[config.mk]
export PLATFORM = sky130hd
export DESIGN_NAME = byte_piso_serializer
export DESIGN_NICKNAME = d
export VERILOG_FILES = /design/src/rtl/byte_piso_serializer.sv
export SDC_FILE = /design/constraint.sdc
export NUM_CORES = 1
export LEC_CHECK = 0
export ABC_AREA = 1
export CELL_PAD_IN_SITES_DETAIL_PLACEMENT = 2
export CELL_PAD_IN_SITES_GLOBAL_PLACEMENT = 2
export CORE_AREA = 2 2 82 45
export CTS_BUF_LIST = sky130_fd_sc_hd__clkbuf_4 sky130_fd_sc_hd__clkbuf_8 sky130_fd_sc_hd__clkbuf_16
export DETAILED_ROUTE_END_ITERATION = 16
export DIE_AREA = 0 0 84 47
export GPL_TIMING_DRIVEN = 0
export MAX_ROUTING_LAYER = met4
export PLACE_DENSITY = 0.75
export SYNTH_ARGS = -nofsm -noshare
export SYNTH_HDL_FRONTEND = slang
export SYNTH_SLANG_ARGS = --single-unit
[constraint.sdc]
create_clock -name clk -period 1.9 [get_ports clk]
set_clock_uncertainty 0.2 [all_clocks]
set_input_delay 0.285 -clock clk [delete_from_list [all_inputs] [get_ports clk]]
set_output_delay 0.285 -clock clk [all_outputs]
set_load 0.1 [all_outputs]
[src/rtl/byte_piso_serializer.sv]
// Parallel-in/serial-out reader for the D latch bank: captures a WIDTH-bit word
// on an accepted load, streams it one bit per clock, then pulses done.
module byte_piso_serializer #(
  parameter int unsigned WIDTH     = 8,
  parameter bit          MSB_FIRST = 1'b1
) (
  input  logic             clk,
  input  logic             reset,
  input  logic [WIDTH-1:0] d,
  input  logic             load,
  output logic             ready,
  output logic             sout,
  output logic             sout_valid,
  output logic             done
);

  localparam int unsigned CntW = (WIDTH > 1) ? $clog2(WIDTH) : 1;
  localparam logic [CntW-1:0] CntLast = CntW'(WIDTH - 1);

  typedef enum logic [1:0] {
    StIdle,
    StShift,
    StDone
  } state_e;

  state_e           state;
  logic [WIDTH-1:0] shreg;
  logic [CntW-1:0]  cnt;

  logic [WIDTH-1:0] shreg_shifted;
  logic             load_bit;
  logic             shifted_bit;

  // Shift toward the output end, filling with zero.
  always_comb begin
    shreg_shifted = '0;
    load_bit      = 1'b0;
    shifted_bit   = 1'b0;
    if (MSB_FIRST) begin
      shreg_shifted = {shreg[WIDTH-2:0], 1'b0};
      load_bit      = d[WIDTH-1];
      shifted_bit   = shreg_shifted[WIDTH-1];
    end else begin
      shreg_shifted = {1'b0, shreg[WIDTH-1:1]};
      load_bit      = d[0];
      shifted_bit   = shreg_shifted[0];
    end
  end

  // Outputs are registered alongside the state so they line up with it.
  always_ff @(posedge clk) begin
    if (reset) begin
      state      <= StIdle;
      shreg      <= '0;
      cnt        <= '0;
      ready      <= 1'b1;
      sout       <= 1'b0;
      sout_valid <= 1'b0;
      done       <= 1'b0;
    end else begin
      unique case (state)
        StIdle: begin
          if (load) begin
            state      <= StShift;
            shreg      <= d;
            cnt        <= '0;
            ready      <= 1'b0;
            sout       <= load_bit;
            sout_valid <= 1'b1;
          end
        end
        StShift: begin
          shreg <= shreg_shifted;
          cnt   <= cnt + 1'b1;
          if (cnt == CntLast) begin
            state      <= StDone;
            sout       <= 1'b0;
            sout_valid <= 1'b0;
            done       <= 1'b1;
          end else begin
            sout <= shifted_bit;
          end
        end
        StDone: begin
          state <= StIdle;
          done  <= 1'b0;
          ready <= 1'b1;
        end
        default: begin
          state      <= StIdle;
          shreg      <= '0;
          cnt        <= '0;
          ready      <= 1'b1;
          sout       <= 1'b0;
          sout_valid <= 1'b0;
          done       <= 1'b0;
        end
      endcase
    end
  end

endmodule

==> qor_table.md, run 1 <==
| Group | Item | Value |
|:---|:---|:---|
| clocking | Hold bufs inserted after CTS | 0 |
| global routing | Number of global-route vias before repair | 791 |
| drt | DRC violation count after routing | 0 |
| clocking | Number of buffers on the longest clock path | 2 |
| drt | Number of routed nets with antenna violations | 0 |
| clocking | Setup repair bufs after CTS | 0 |
| logic synthesis | Most common cell in the netlist | sky130_fd_sc_hd__nand2_1 |
| worst setup path | Endpoint required time on the critical path | 1410 ps |
| drt | Via density per instance | 4.41 |
| worst setup path | Critical-path maximum fanout | 2 |
| global routing | First-pass GRT wire length | 3930 µm |
| clocking | Root cell of the clock tree | sky130_fd_sc_hd__clkbuf_8 |
| flow run | Max cap viols | 0 |
| timing | Finish-stage setup viols | 0 |
| placed design | Routability Congestion | 0.697 |
| logic synthesis | Mean cell area of the mapped netlist | 6.73 µm² |
| drt | Wire per inst | 13.5 µm |
| logic synthesis | Yosys Warn Count | 0 |
| timing | RSZ-0062 raised after global routing | false |
| global routing | Pin count of the biggest net entering global routing | 11 |
| global routing | Initial antenna violation count | 0 |
| timing | Worst slew margin relative to its limit | 63.8% |
| clocking | Number of buffers created by CTS | 3 |
| drt | Pre-antenna DRT Iters | 4 |
| logic synthesis | Share of async-settable or async-resettable flops after synthesis | 0% |
| logic synthesis | Cell Area, Synth | 761 µm² |
| timing | Shortest period the worst path allows | 1620 ps |
| logic synthesis | Count of cell types in the netlist | 18 |
| placed design | Worst setup timing slack at the placement stage | -31.5 ps |
| floorplanning | Starting density of the core | 23.4% |
| worst setup path | Largest stage delay, worst path | 550 ps |
| clocking | TritonCTS Sinks | 16 |
| timing | Tightest hold margin | 255 ps |
| hold path | Worst Hold Class | reg2reg |
| finish | Nets | 145 |
| floorplanning | Core area | 3250 µm² |
| logic synthesis | Prevailing post-synth register cell | sky130_fd_sc_hd__dfxtp_1 |
| logic synthesis | Sequential cell area fraction in the yosys report | 42.1% |
| worst setup path | Critical path type | reg2out |
| floorplanning | Die ar. | 3950 µm² |
| logic synthesis | Count of flip-flops with a built-in enable after synthesis | 0 |
| drt | Via Count | 763 |
| timing | Share of the cycle needed by the critical path after routing | 85.5% |
| finish | Total area of multi-input combinational cells | 374 µm² |
| timing | Fin. max-slew vios | 0 |
| finish | Register Area | 320 µm² |
| clocking | H-tree depth | 1 |
| logic synthesis | Top cell types by occurrence after synthesis | 31 x sky130_fd_sc_hd__nand2_1, 25 x sky130_fd_sc_hd__nor2_1, 16 x sky130_fd_sc_hd__dfxtp_1 |
| placed design | Buffers added on ports | 14 |
| worst setup path | Launching element type of the critical path | flip-flop |
| worst setup path | Data arrival time of the worst path | 1140 ps |
| worst setup path | Critical path, cell by cell | clkdlybuf4s15_2 |
| finish | ANT cells | 0 |
| clocking | Number of gates given a new drive strength after cts | 12 |
| global routing | Total global routing track utilization | 13.9% |
| logic synthesis | Portion of synthesized cell area occupied by the leading cell type | 42.1% |
| worst setup path | CP Buf/Inv Count | 1 |
| worst setup path | Standard cell with the maximum stage delay on the critical path | sky130_fd_sc_hd__clkdlybuf4s15_2 |
| worst setup path | CP endpoint kind | primary output |
| finish | Number of fillers in the final layout | 384 |
| power | Pwr per Cell Area | 854 nW/µm² |
| clocking | Clock transition time at the flip-flop clock pins of the worst setup and hold paths | 70 ps |
| logic synthesis | Flop and latch count out of synthesis | 16 |
| logic synthesis | Cell type with the largest total area after synthesis | sky130_fd_sc_hd__dfxtp_1 |
| logic synthesis | Gate count of the mapped netlist | 113 |
| floorplanning | Vertical extent of the die | 47 µm |
| floorplanning | Standard-cell rows | 15 |
| clocking | Source-to-sink clock delay at the later pin of the worst-skew pair | 250 ps |
| finish | Final core utilization | 31.2% |
| drt | Initial drt markers | 49 |
| timing | Final number of hold-violating endpoints | 0 |
| clocking | Clock tree from TritonCTS | done |
| floorplanning | IO Count | 15 |
| run status | Status | complete, no violations |
| timing | Final worst setup slack | 276 ps |
| global routing | Grt ovf | 0 |
| timing | F_max | 0.616 GHz |
| timing | Final TNS setup | 0 ps |
| placed design | Sum of net half-perimeters after detailed placement | 1770 µm |
| logic synthesis | Post-synthesis net count | 126 |
| drt | Total wirelength of the detailed-routed design | 2330 µm |
| power | Leak | 0.471 nW |
| logic synthesis | Dominant cells by area after synthesis | sky130_fd_sc_hd__dfxtp_1 42%, sky130_fd_sc_hd__nand2_1 15%, sky130_fd_sc_hd__nor2_1 12%, sky130_fd_sc_hd__nand3_1 6.6%, sky130_fd_sc_hd__inv_1 5.9% |
| timing | Tightest Pin Transition | 545 ps |
| finish | Area overhead of the layout relative to synthesis | 33.2% |
| power | Peak VDD IR | 0.298 mV |
| worst setup path | Kind of cell with the highest combined delay on the critical path | buffers and inverters |
| finish | Ratio of cells with drive above 1 in the final layout | 9.92% |
| floorplanning | Horizontal die dimension | 84 µm |
==> cell families (layout without fill, tap and decap cells) <==
family                   after synthesis  after routing  share of synthesized area (%)
AO/OA/AOI/OAI                          7              7                           4.93
flip-flops                            16             16                           42.1
buffers and inverters                 15             33                           8.72
adder cells (fa/ha/maj)                2              2                           3.29
AND/OR/NAND/NOR                       73             73                           41.0
==> path summary, 6_finish.rpt <==
| kind | from | slack [ps] | to | cells after the start |
|---|---|---|---|---|
| worst max register to register | state[1] | 430 | cnt[0] | 6 |
| worst min register to register | ready | 260 | ready | 2 |
| worst max-delay path | sout_valid | 280 | sout_valid | 1 |
| worst min-delay path | ready | 260 | ready | 2 |
==> sequential cells by signal, summed over array words and instances, names as in the netlist <==
register	flops
sout	1
ready	1
sout_valid	1
done	1
shreg	7
state	2
cnt	3
==> worst min-delay path: stages, from the launching register on <==
cell,delay [ps]
sky130_fd_sc_hd__dfxtp_1,310
sky130_fd_sc_hd__nand2_1,60
sky130_fd_sc_hd__nand2_1,40
==> layout by cell type, fill, tap and decap left out, types with 2 or more instances in the layout <==
| cell | synthesis | routed |
|---|---|---|
| sky130_fd_sc_hd__nand3_1 | 10 | 10 |
| sky130_fd_sc_hd__clkdlybuf4s15_2 | 0 | 4 |
| sky130_fd_sc_hd__inv_1 | 12 | 12 |
| sky130_fd_sc_hd__ha_1 | 2 | 2 |
| sky130_fd_sc_hd__dfxtp_1 | 16 | 16 |
| sky130_fd_sc_hd__nand3b_1 | 2 | 2 |
| sky130_fd_sc_hd__nor2_1 | 25 | 25 |
| sky130_fd_sc_hd__o21ai_0 | 3 | 3 |
| sky130_fd_sc_hd__clkbuf_8 | 1 | 5 |
| sky130_fd_sc_hd__nand2_1 | 31 | 31 |
| sky130_fd_sc_hd__a21oi_1 | 3 | 3 |
| sky130_fd_sc_hd__clkdlybuf4s50_1 | 0 | 10 |
==> per-layer routing <==
layer / vias up / track usage [%] / routed length, µm
met5: - / - / 0
met4: 0 / 1.94 / 20
met3: 2 / 5.10 / 84
met2: 11 / 21.8 / 1010
met1: 361 / 17.8 / 1220
li1: 389 / - / -
==> layout make-up <==
cell class              instances  area share [%]
multi-input cells              82            36.9
flip-flops and latches         16            31.6
repair buffers                 14            14.3
clock buffers                   4            5.43
well taps                      42            5.19
inverters                      13            4.81
plain buffers                   2            1.73
==> report_power, final <==
group          switching, mW  internal, mW  total, mW
Clock                  0.129         0.184      0.313
Combinational          0.119        0.0625      0.181
Sequential            0.0130         0.359      0.372
Total                  0.260         0.605      0.866
==> metrics by stage <==
| step | power, mW | area, µm² | instances |
|---|---|---|---|
| after floorplan | 0.499 | 761 | 113 |
| after global placement | 0.557 | 953 | 169 |
| after detailed placement | 0.565 | 953 | 169 |
| after CTS | 0.881 | 1010 | 173 |
| after global routing | 0.919 | 1010 | 173 |
| final | 0.866 | 1010 | 173 |
Power figures use the tool's default switching activity.
==> run 2, diff against run 1 <==
--- a/config.mk
+++ b/config.mk
@@ -6,6 +6,7 @@
 export NUM_CORES = 1
 export LEC_CHECK = 0
 export ABC_AREA = 1
+export ABC_CLOCK_PERIOD_IN_PS = 1900
 export CELL_PAD_IN_SITES_DETAIL_PLACEMENT = 2
 export CELL_PAD_IN_SITES_GLOBAL_PLACEMENT = 2
 export CORE_AREA = 2 2 82 45
@@ -15,6 +16,7 @@
 export GPL_TIMING_DRIVEN = 0
 export MAX_ROUTING_LAYER = met4
 export PLACE_DENSITY = 0.75
+export SLEW_MARGIN = 15
 export SYNTH_ARGS = -nofsm -noshare
 export SYNTH_HDL_FRONTEND = slang
 export SYNTH_SLANG_ARGS = --single-unit
==> results of run 2 <==
Same layout as run 1: the final DEF is identical, and so are final timing and power.
